## config.mk

```make
export PLATFORM = sky130hd
export DESIGN_NAME = chess_move_apply_flat
export DESIGN_NICKNAME = d
export VERILOG_FILES = /design/src/rtl/chess_pkg.sv /design/src/rtl/chess_move_apply_if.sv /design/src/rtl/chess_board_update.sv /design/src/rtl/chess_move_apply.sv /design/src/flat_wrapper.sv
export SDC_FILE = /design/constraint.sdc
export NUM_CORES = 2
export LEC_CHECK = 0
export BUFFER_PORTS_ARGS = -buffer_cell sky130_fd_sc_hd__buf_4
export CORE_UTILIZATION = 51
export DETAILED_ROUTE_END_ITERATION = 6
export PLACE_DENSITY_LB_ADDON = 0.05
export SYNTH_ARGS = -nofsm -noshare
export SYNTH_HDL_FRONTEND = slang
export SYNTH_SLANG_ARGS = --single-unit
```

## constraint.sdc

```tcl
create_clock -name clk -period 3.8 [get_ports clk]
set_input_delay 0.57 -clock clk [delete_from_list [all_inputs] [get_ports clk]]
set_output_delay 0.57 -clock clk [all_outputs]
set_load 0.01 [all_outputs]
```

## src/rtl/chess_pkg.sv

```systemverilog
`default_nettype none
// ============================================================================
// Module      : chess_pkg
// Description : Shared board encoding constants, FSM state type and nibble
//               access helpers for the chess datapath blocks.
// Revision    : 1.0 - initial release
// ============================================================================
package chess_pkg;

    localparam int SQ_W    = 6;
    localparam int BOARD_W = 256;
    localparam int PIECE_W = 4;

    // Piece type field (bits [2:0] of a square nibble)
    localparam logic [2:0] PT_EMPTY  = 3'd0;
    localparam logic [2:0] PT_PAWN   = 3'd1;
    localparam logic [2:0] PT_KNIGHT = 3'd2;
    localparam logic [2:0] PT_BISHOP = 3'd3;
    localparam logic [2:0] PT_ROOK   = 3'd4;
    localparam logic [2:0] PT_QUEEN  = 3'd5;
    localparam logic [2:0] PT_KING   = 3'd6;

    // Colour field (bit 3 of a square nibble)
    localparam logic COLOR_WHITE = 1'b0;
    localparam logic COLOR_BLACK = 1'b1;

    typedef enum logic [2:0] {
        ST_IDLE  = 3'd0,
        ST_RD    = 3'd1,
        ST_WAIT  = 3'd2,
        ST_APPLY = 3'd3,
        ST_WR    = 3'd4,
        ST_DONE  = 3'd5
    } state_e;

    // Square n lives in bits [4n+3:4n]
    function automatic logic [PIECE_W-1:0] nibble_get(
        input logic [BOARD_W-1:0] board,
        input logic [SQ_W-1:0]    sq
    );
        return board[{sq, 2'b00} +: PIECE_W];
    endfunction

    function automatic logic [BOARD_W-1:0] nibble_set(
        input logic [BOARD_W-1:0] board,
        input logic [SQ_W-1:0]    sq,
        input logic [PIECE_W-1:0] val
    );
        logic [BOARD_W-1:0] b;
        b = board;
        b[{sq, 2'b00} +: PIECE_W] = val;
        return b;
    endfunction

endpackage
`default_nettype wire

```

## src/rtl/chess_move_apply_if.sv

```systemverilog
`default_nettype none
// ============================================================================
// Module      : chess_move_apply_if
// Description : Move request handshake plus board memory port bundle.
//               slave = move-apply engine, master = requester/memory side.
// Revision    : 1.0 - initial release
// ============================================================================
interface chess_move_apply_if #(
    parameter int ADDR_W = 1
);
    logic               req_valid;
    logic               req_ready;
    logic [5:0]         req_from;
    logic [5:0]         req_to;
    logic [2:0]         req_promo;
    logic               done;
    logic               err;
    logic [3:0]         captured;
    logic [ADDR_W-1:0]  mem_address;
    logic               mem_chipselect;
    logic               mem_clken;
    logic               mem_write;
    logic [255:0]       mem_writedata;
    logic [31:0]        mem_byteenable;
    logic [255:0]       mem_readdata;

    modport slave (
        input  req_valid, req_from, req_to, req_promo, mem_readdata,
        output req_ready, done, err, captured,
               mem_address, mem_chipselect, mem_clken, mem_write,
               mem_writedata, mem_byteenable
    );

    modport master (
        output req_valid, req_from, req_to, req_promo, mem_readdata,
        input  req_ready, done, err, captured,
               mem_address, mem_chipselect, mem_clken, mem_write,
               mem_writedata, mem_byteenable
    );
endinterface
`default_nettype wire

```

## src/rtl/chess_board_update.sv

```systemverilog
`default_nettype none
// ============================================================================
// Module      : chess_board_update
// Description : Combinational move validation and board rewrite. Produces the
//               updated board, the captured piece and a reject flag.
// Revision    : 1.0 - initial release
// ============================================================================
module chess_board_update
    import chess_pkg::*;
(
    input  wire logic [BOARD_W-1:0] board,
    input  wire logic [SQ_W-1:0]    from_sq,
    input  wire logic [SQ_W-1:0]    to_sq,
    input  wire logic [2:0]         promo,
    output logic      [BOARD_W-1:0] new_board,
    output logic      [PIECE_W-1:0] captured,
    output logic                    err
);

    logic [PIECE_W-1:0] src;
    logic [PIECE_W-1:0] dst;
    logic [PIECE_W-1:0] moved;
    logic               src_pawn;
    logic               last_rank;
    logic               promo_bad;

    // Validate the move and build the relocated board
    always_comb begin
        src       = nibble_get(board, from_sq);
        dst       = nibble_get(board, to_sq);
        src_pawn  = (src[2:0] == PT_PAWN);
        // White promotes on rank 8 (squares 56..63), black on rank 1 (0..7)
        last_rank = (src[3] == COLOR_BLACK) ? (to_sq[5:3] == 3'd0)
                                            : (to_sq[5:3] == 3'd7);
        promo_bad = (promo != 3'd0) && ((promo < PT_KNIGHT) || (promo > PT_QUEEN));

        err = (src[2:0] == PT_EMPTY)
           || (from_sq == to_sq)
           || ((dst[2:0] != PT_EMPTY) && (dst[3] == src[3]))
           || promo_bad
           || ((promo != 3'd0) && !src_pawn);

        // A promotion request off the last rank is simply ignored
        moved = (src_pawn && last_rank && (promo != 3'd0)) ? {src[3], promo} : src;

        if (err) begin
            new_board = board;
            captured  = '0;
        end else begin
            new_board = nibble_set(nibble_set(board, to_sq, moved), from_sq, '0);
            captured  = dst;
        end
    end

endmodule
`default_nettype wire

```

## src/rtl/chess_move_apply.sv

```systemverilog
`default_nettype none
// ============================================================================
// Module      : chess_move_apply
// Description : Read-modify-write engine applying one chess move to the live
//               board word in the shared board memory.
// Revision    : 1.0 - initial release
// ============================================================================
module chess_move_apply
    import chess_pkg::*;
#(
    parameter int READ_LATENCY = 1,
    parameter int ADDR_W       = 1,
    parameter int BOARD_ADDR   = 0
)(
    input  wire logic           clk,
    input  wire logic           reset,
    chess_move_apply_if.slave   bus
);

    state_e              state_q, state_d;
    logic [2:0]          cnt_q, cnt_d;
    logic [SQ_W-1:0]     from_q, from_d;
    logic [SQ_W-1:0]     to_q, to_d;
    logic [2:0]          promo_q, promo_d;
    logic [BOARD_W-1:0]  board_q, board_d;
    logic [BOARD_W-1:0]  new_board_q, new_board_d;
    logic                err_q, err_d;
    logic [PIECE_W-1:0]  cap_q, cap_d;

    logic [BOARD_W-1:0]  upd_board;
    logic [PIECE_W-1:0]  upd_cap;
    logic                upd_err;

    chess_board_update u_update (
        .board     (board_q),
        .from_sq   (from_q),
        .to_sq     (to_q),
        .promo     (promo_q),
        .new_board (upd_board),
        .captured  (upd_cap),
        .err       (upd_err)
    );

    // State and datapath registers; reset drops any in-flight request
    always_ff @(posedge clk) begin
        if (reset) begin
            state_q     <= ST_IDLE;
            cnt_q       <= '0;
            from_q      <= '0;
            to_q        <= '0;
            promo_q     <= '0;
            board_q     <= '0;
            new_board_q <= '0;
            err_q       <= 1'b0;
            cap_q       <= '0;
        end else begin
            state_q     <= state_d;
            cnt_q       <= cnt_d;
            from_q      <= from_d;
            to_q        <= to_d;
            promo_q     <= promo_d;
            board_q     <= board_d;
            new_board_q <= new_board_d;
            err_q       <= err_d;
            cap_q       <= cap_d;
        end
    end

    // Next state and datapath captures
    always_comb begin
        state_d     = state_q;
        cnt_d       = cnt_q;
        from_d      = from_q;
        to_d        = to_q;
        promo_d     = promo_q;
        board_d     = board_q;
        new_board_d = new_board_q;
        err_d       = err_q;
        cap_d       = cap_q;
        case (state_q)
            ST_IDLE: begin
                if (bus.req_valid) begin
                    from_d  = bus.req_from;
                    to_d    = bus.req_to;
                    promo_d = bus.req_promo;
                    state_d = ST_RD;
                end
            end
            ST_RD: begin
                cnt_d   = 3'd1;
                state_d = ST_WAIT;
            end
            ST_WAIT: begin
                // Read data is valid exactly READ_LATENCY cycles after the strobe
                if (cnt_q == 3'(READ_LATENCY)) begin
                    board_d = bus.mem_readdata;
                    state_d = ST_APPLY;
                end else begin
                    cnt_d = cnt_q + 3'd1;
                end
            end
            ST_APPLY: begin
                new_board_d = upd_board;
                err_d       = upd_err;
                cap_d       = upd_cap;
                state_d     = upd_err ? ST_DONE : ST_WR;
            end
            ST_WR:   state_d = ST_DONE;
            ST_DONE: state_d = ST_IDLE;
            default: state_d = ST_IDLE;
        endcase
    end

    // Moore outputs decoded from the current state
    always_comb begin
        bus.req_ready      = (state_q == ST_IDLE);
        bus.mem_chipselect = (state_q == ST_RD) || (state_q == ST_WR);
        bus.mem_write      = (state_q == ST_WR);
        bus.mem_byteenable = (state_q == ST_WR) ? 32'hFFFF_FFFF : 32'h0;
        bus.mem_writedata  = (state_q == ST_WR) ? new_board_q : '0;
        bus.done           = (state_q == ST_DONE);
        bus.err            = (state_q == ST_DONE) && err_q;
        bus.captured       = (state_q == ST_DONE) ? cap_q : 4'h0;
    end

    assign bus.mem_address = ADDR_W'(BOARD_ADDR);
    assign bus.mem_clken   = 1'b1;

endmodule
`default_nettype wire

```

## src/flat_wrapper.sv

```systemverilog
// flat-port wrapper written by rule: the top's interface ports become plain ports
module chess_move_apply_flat import chess_pkg::*;
#(
    parameter int READ_LATENCY = 1,
    parameter int ADDR_W       = 1,
    parameter int BOARD_ADDR   = 0
)
  (clk, reset, bus_req_valid, bus_req_from, bus_req_to, bus_req_promo, bus_mem_readdata, bus_req_ready, bus_done, bus_err, bus_captured, bus_mem_address, bus_mem_chipselect, bus_mem_clken, bus_mem_write, bus_mem_writedata, bus_mem_byteenable);
  chess_move_apply_if #(.ADDR_W(ADDR_W)) bus_i ();
  input  wire logic clk;
  input  wire logic reset;
  input wire logic [$bits(bus_i.req_valid)-1:0] bus_req_valid;
  input wire logic [$bits(bus_i.req_from)-1:0] bus_req_from;
  input wire logic [$bits(bus_i.req_to)-1:0] bus_req_to;
  input wire logic [$bits(bus_i.req_promo)-1:0] bus_req_promo;
  input wire logic [$bits(bus_i.mem_readdata)-1:0] bus_mem_readdata;
  output wire logic [$bits(bus_i.req_ready)-1:0] bus_req_ready;
  output wire logic [$bits(bus_i.done)-1:0] bus_done;
  output wire logic [$bits(bus_i.err)-1:0] bus_err;
  output wire logic [$bits(bus_i.captured)-1:0] bus_captured;
  output wire logic [$bits(bus_i.mem_address)-1:0] bus_mem_address;
  output wire logic [$bits(bus_i.mem_chipselect)-1:0] bus_mem_chipselect;
  output wire logic [$bits(bus_i.mem_clken)-1:0] bus_mem_clken;
  output wire logic [$bits(bus_i.mem_write)-1:0] bus_mem_write;
  output wire logic [$bits(bus_i.mem_writedata)-1:0] bus_mem_writedata;
  output wire logic [$bits(bus_i.mem_byteenable)-1:0] bus_mem_byteenable;
  assign bus_i.req_valid = bus_req_valid;
  assign bus_i.req_from = bus_req_from;
  assign bus_i.req_to = bus_req_to;
  assign bus_i.req_promo = bus_req_promo;
  assign bus_i.mem_readdata = bus_mem_readdata;
  assign bus_req_ready = bus_i.req_ready;
  assign bus_done = bus_i.done;
  assign bus_err = bus_i.err;
  assign bus_captured = bus_i.captured;
  assign bus_mem_address = bus_i.mem_address;
  assign bus_mem_chipselect = bus_i.mem_chipselect;
  assign bus_mem_clken = bus_i.mem_clken;
  assign bus_mem_write = bus_i.mem_write;
  assign bus_mem_writedata = bus_i.mem_writedata;
  assign bus_mem_byteenable = bus_i.mem_byteenable;
  chess_move_apply #(.READ_LATENCY(READ_LATENCY), .ADDR_W(ADDR_W), .BOARD_ADDR(BOARD_ADDR)) u_core (.clk(clk), .reset(reset), .bus(bus_i));
endmodule
```

=== Word-level counts from Yosys, hierarchy flattened ===
Index checks and enable logic that the tools add are counted.

* Flip-flop bits (word level): 538
* ROM bits: 0
* Logic and storage cells: 71
* Output and inout port bits: 299
* Bits of input ports: 274
* Memories: 0
* RAM bits: 0
* Latch bits: 0

* Add/sub/neg operators: 3
* Bitwise operators: 0
* Div/mod/pow operators: 0
* Magnitude comparators: 2
* Mux-type cells: 15
* Reductions and logical operators: 23
* Multipliers: 0
* Shift operators: 6
* Eq/ne operators: 13

{| class="wikitable"
|+ Operators by type and width
! operator !! number
|-
| $bwmux 256 || 2
|-
| $mux 256 || 2
|-
| $shift 4x10->256 const A || 2
|-
| $shiftx 256x9->4 || 2
|-
| $shiftx 4x10->256 || 1
|-
| $shiftx 4x10->256 const A || 1
|-
| $mux 32 || 1
|-
| $neg 8->10 || 2
|-
| $pmux 3 s5 || 1
|-
| $mux 3 || 4
|-
| $eq 3x1->1 const B || 3
|-
| $eq 3x3->1 const B || 3
|-
| $logic_not 3->1 || 3
|-
| $mux 4 || 2
|-
| $reduce_and 2->1 || 4
|-
| $eq 3x2->1 const B || 2
|-
| $eq 6x6->1 || 1
|-
| $logic_and 1x1->1 || 6
|-
| $logic_or 1x1->1 || 6
|-
| $pmux 3 s2 || 1
|-
| $reduce_bool 3->1 || 2
|-
| $ne 2x2->1 const B || 2
|-
| $add 3x1->3 const B || 1
|-
| $gt 3x3->1 const B || 1
|-
| other kinds (6) || 7
|}

=== Depth between registers and ports, before layout ===
* Depth after elaboration: 9
* Mapped depth: 16
* Depth with buffers taken out: 11

=== Hierarchy ===
From an unflattened synthesis, not the netlist that was laid out.

* Cells, all modules: 3836
* Area total of the unflattened synthesis: 33090.5 um2

{| class="wikitable"
|+ Modules (own cells, without submodules)
! module !! seq. area each (um2) !! cells an instance !! area an instance (um2) !! instances
|-
| chess_move_apply || 10770.3 || 2702 || 23643.9 || 1
|-
| chess_board_update || 0.0 || 1134 || 9446.6 || 1
|}

=== Least setup slack after synthesis ===
No wires, ideal clock.

* Kind: register to register
* From: register u_core.from_q[0]
* To: register u_core.new_board_q[177]
* Data required time: 3.721 ns
* Path buffers: 5
* Arrival: 3.495 ns
* Stages on the path, launching flop included: 15
* Clock period less this slack: 3.574 ns
* Setup slack: 0.226 ns
* Setup time: 0.079 ns
* Path through: dfxtp_1 > buf_2 > buf_6 > mux4_2 > a22oi_1 > a31oi_1 > or4_1 > a32oi_1 > mux2_2 > nand2_4 > buf_2 > buf_2 > clkbuf_1 > o211ai_1 > o211ai_1

* Longest elaborated chain between the ends: 9
* Elaborated cells between the ends (all ways): 23
* Classes of those cells: 1 x add/sub; 3 x eq/ne; 4 x shift; 5 x mux; 10 x reduce/logical

{| class="wikitable"
|+ RTL lines
! item !! RTL line !! RTL
|-
| start: declaration || chess_move_apply.sv:22 || <nowiki>logic [SQ_W-1:0] from_q, from_d;</nowiki>
|-
| start signal: assignment || chess_move_apply.sv:59 || <nowiki>from_q <= from_d;</nowiki>
|-
| $shiftx 256x9->4 || chess_pkg.sv:41 || <nowiki>return board[{sq, 2'b00} +: PIECE_W];</nowiki>
|-
| $eq 3x1->1 or $mux 1 (tied branches) || chess_board_update.sv:31, chess_board_update.sv:33 ||
|-
| $logic_and 1x1->1 (2 in a row) || chess_board_update.sv:44 || <nowiki>moved = (src_pawn && last_rank && (promo != 3'd0)) ? {src[3], promo} : src;</nowiki>
|-
| $mux 3 || chess_board_update.sv:44 ||
|-
| $shiftx 4x10->256 || chess_pkg.sv:51 || <nowiki>b[{sq, 2'b00} +: PIECE_W] = val;</nowiki>
|-
| $bwmux 256 (2 in a row) || chess_pkg.sv:51 ||
|-
| $mux 256 * || chess_board_update.sv:46 || <nowiki>if (err) begin</nowiki>
|-
| end signal: assignment || chess_move_apply.sv:63 || <nowiki>new_board_q <= new_board_d;</nowiki>
|-
| end: declaration || chess_move_apply.sv:26 || <nowiki>logic [BOARD_W-1:0] new_board_q, new_board_d;</nowiki>
|}

Mark *: on every way between the ends. The rest lies on a longest branch, timed or not.
A chain may end at the register's enable or synchronous reset.

=== Final worst setup path ===
* From: register u_core.to_q[0]
* To: register u_core.new_board_q[47]

* Longest elaborated chain between the ends: 7
* Elaborated cells between the ends (all ways): 15
* Classes of those cells: 1 x add/sub; 2 x eq/ne; 3 x shift; 3 x mux; 6 x reduce/logical

{| class="wikitable"
|+ RTL lines
! item !! RTL line !! RTL
|-
| start: declaration || chess_move_apply.sv:23 || <nowiki>logic [SQ_W-1:0] to_q, to_d;</nowiki>
|-
| start signal: assignment || chess_move_apply.sv:60 || <nowiki>to_q <= to_d;</nowiki>
|-
| $shiftx 256x9->4 || chess_pkg.sv:41 ||
|-
| $reduce_bool 3->1 or $eq 1x1->1 (tied branches) || chess_board_update.sv:39 || <nowiki>|| ((dst[2:0] != PT_EMPTY) && (dst[3] == src[3]))</nowiki>
|-
| $logic_and 1x1->1 || chess_board_update.sv:39 ||
|-
| $logic_or 1x1->1 || chess_board_update.sv:39 ||
|-
| $logic_or 1x1->1 || chess_board_update.sv:40 || <nowiki>|| promo_bad</nowiki>
|-
| $logic_or 1x1->1 || chess_board_update.sv:41 || <nowiki>|| ((promo != 3'd0) && !src_pawn);</nowiki>
|-
| $mux 256 * || chess_board_update.sv:46 ||
|}

Marked as above.

==> impl_metrics.csv <==
group,metric,value,unit
run_status,status,"finished, violations left",
run_status,violations,"DRC, setup timing",
cts,h-tree-depth,2,
route,ant_nets,0,
cts,cts_made_buffers,57,
timing,fin_tns_setup,-0.2986,ns
setup_path,r2r-end,"u_core.new_board_q[47]",
setup_path,r2r_cells,11,
finish,drive_gt1_share,29.95,%
route,drc,4,
setup_path,arrival,4.38,ns
grt,grt_max_degree,135,
finish,fin_util,69.47,%
power,peakVddDrop,358.4,uV
logic_synthesis,synthFlopType,"dfxtp_1",
die,io_pins,573,
logic_synthesis,synth-seq-area-share,36.92,%
grt,antenna_found_initial,11,
timing,fmax,260.2,MHz
setup_path,crit_fanout,24,
logic_synthesis,ys_async_sr_fraction,0,%
logic_synthesis,synth.avg_cell_area,8.046,um2
die,die-area,0.05817,mm2
grt,grt_overflow,0,
setup_path,crit_start,"u_core.to_q[0]",
timing,fin_crit_sh,101.1,%
timing,fin_skew,0.02411,ns
cts,cts-root-buf,"clkbuf_16",
die,dieWidth,241.2,um
die,fp-row-count,87,
timing,maxSlewViolCount,0,
setup_path,crit_required,4.33,ns
setup_path,cp-endpoint,"u_core.new_board_q[47]",
finish,synthToLayoutAreaGrowth,34.53,%
route,drt_wl_total,143300,um
logic_synthesis,synth_edf_count,0,
timing,grt_setup_unrepaired,"yes",
logic_synthesis,syn_nets,3906,
setup_path,critPathKind,"reg2reg",
min_path,hold_path.class,"in2reg",
finish,multi_input_area,0.01704,mm2
timing,maxSlewHeadroom,30.84,%
setup_path,cp-start-kind,"flop",
placement,post_dp_cell_area,0.03646,mm2
logic_synthesis,synthCells,3626,
placement,pre_cts_ws,-0.2957,ns
timing,fin_ws,-0.04321,ns
cts,cts_tree,"yes",
run,drv_cap,0,
power,p_leak,14.87,nW
placement,place_inst,5015,
timing,worstMarginPinSlew,1.034,ns
cts,clockBufferDepth,3,
cts,ctsHoldBuffers,0,
route,vias,33474,
route,drt_first_pass_iters,7,
finish,finalNonFillerCells,5155,
finish,final_area,0.03925,mm2
finish,regArea,0.01079,mm2
grt,grt_pass1_wl,201300,um
die,fp.dieH,241.2,um
route,wl_per_cell,27.80,um
placement,routabilityCongestion,1.125,
grt,first_global_vias,30157,
setup_path,worstReg2RegStart,"u_core.to_q[0]",
cts,worstSkewPairLatency,0.64,ns
placement,port_buffers,570,
power,power_density,434.8,mW/mm2
finish,fillers,4760,
logic_synthesis,synth_cell_types,70,
cts,clk_pin_slew,0.06,ns
placement,dpl.hpwl,103500,um
timing,hold_viol,0,
route,vias_per_cell,6.494,
grt,grt_util_all_layers,47.49,%
route,drt_iter0_markers,4569,
timing,fin_crit,3.843,ns
timing,setup_viol,19,
cts,cts_sinks,538,
finish,nets,4620,
die,core,0.05650,mm2
die,start_util,51.64,%
setup_path,rrSetupSlack,-0.04,ns
logic_synthesis,synth-seq-cells,538,
logic_synthesis,yosysWarnings,0,
logic_synthesis,netlist_area,0.02918,mm2
setup_path,cp-end-kind,"flop",
worst max-delay path, cell delays in order, from the launching register on:
cell and delay (ns):
dfxtp_4 0.37, buf_12 0.16, mux4_2 0.55, mux4_2 0.54, a22oi_2 0.27, a22oi_2 0.13
or3_4 0.37, o22ai_4 0.24, nand2_4 0.16, buf_16 0.20, or3_1 0.40, a311oi_2 0.27
state kept, by name, summed over array words and instances, names as in the netlist:
name and count:
u_core.board_q 256, u_core.new_board_q 256, u_core.from_q 6, u_core.to_q 6, u_core.cap_q 4, u_core.cnt_q 3
u_core.promo_q 3, u_core.state_q 3, u_core.err_q 1
cells in the final DEF, fill, tap and decap left out, types with 59 or more instances in the layout:
cell	n
a21oi_1	319
and2_1	267
buf_4	939
clkbuf_16	63
dfxtp_1	532
mux2i_1	84
mux4_2	106
nand2_1	771
nor2_1	189
o211ai_1	168
o21ai_0	142
or3_1	59
kinds of logic after synthesis:
family                   count (synthesis)  share of synthesized area [%]
XOR/XNOR                                12                         0.3602
AO/OA/AOI/OAI                          968                          21.12
buffers and inverters                  382                          5.721
AND/OR/NAND/NOR                       1510                          23.84
other                                    2                        0.02574
flip-flops                             538                          36.92
adder cells (fa/ha/maj)                  6                         0.2573
multiplexers                           208                          11.75
worst min-delay path by stage:
stage / from / end / slack [ns] / depth (start not counted)
after floorplan: u_core.new_board_q[136] / u_core.new_board_q[136] / 0.42 / 2
after global placement: u_core.new_board_q[80] / u_core.new_board_q[80] / 0.43 / 2
after detailed placement: u_core.new_board_q[46] / u_core.new_board_q[46] / 0.45 / 2
after CTS: bus_mem_readdata[93] / u_core.board_q[93] / 0.16 / 3
after global routing: bus_mem_readdata[101] / u_core.board_q[101] / 0.18 / 3
final: bus_mem_readdata[96] / u_core.board_q[96] / 0.17 / 3
what timing repair did:
| action | CTS | global route |
|---|---|---|
| setup buffers | 11 | 6 |
| pin swaps | 6 | 30 |
| gates resized for setup | 46 | 94 |
| gates cloned | 4 | 3 |
| endpoints found under the setup margin | 254 | 252 |
metal layers:
metal  vias to the layer above  track usage [%]  share of wire, %
li1                      14303                -                 -
met1                     15742            61.65                37
met2                      2789            70.07                42
met3                       624            15.28                14
met4                        16            25.26               6.5
met5                         -                0             0.077
area by class of cell:
type	instances	area share [%]
multi-input combinational	2708	43.41
sequential	538	27.49
timing repair buffer	1009	21.24
clock buffer	72	4.173
tap	756	2.410
clock inverter	34	0.9436
inverter	26	0.2614
antenna	12	0.07651
Yosys cell counts (all sizes together), types with 17 or more instances:
cell / instances / area share, %
a32oi: 28 / 0.84
o211ai: 168 / 4.3
nor3: 53 / 0.91
a31oi: 47 / 1.0
mux2: 17 / 0.66
nand2: 774 / 10
nor2: 193 / 2.5
a21oi: 328 / 5.6
o22ai: 25 / 0.58
a22oi: 45 / 1.2
buf: 109 / 2.2
mux2i: 85 / 2.9
or3: 67 / 1.5
and2: 269 / 5.8
dfxtp: 538 / 37
and3: 44 / 0.94
inv: 25 / 0.32
nand3: 43 / 0.74
a221o: 40 / 1.4
clkbuf: 247 / 3.2
o21ai: 183 / 3.1
mux4: 106 / 8.2
metrics by stage:
step | total power, mW | hold slack [ns]
final | 17.06 | 0.1743
after global routing | 17.35 | 0.1824
after CTS | 16.55 | 0.1638
after detailed placement | 10.41 | 0.4505
after global placement | 10.39 | 0.4334
after floorplan | 8.201 | 0.4167
power by group:
group / internal [mW] / switching [mW] / total (mW)
Clock: 3.53 / 2.52 / 6.04
Sequential: 5.85 / 0.284 / 6.13
Combinational: 1.87 / 3.02 / 4.89
Total: 11.2 / 5.82 / 17.1
No activity file was read; power rests on OpenSTA's default activity.
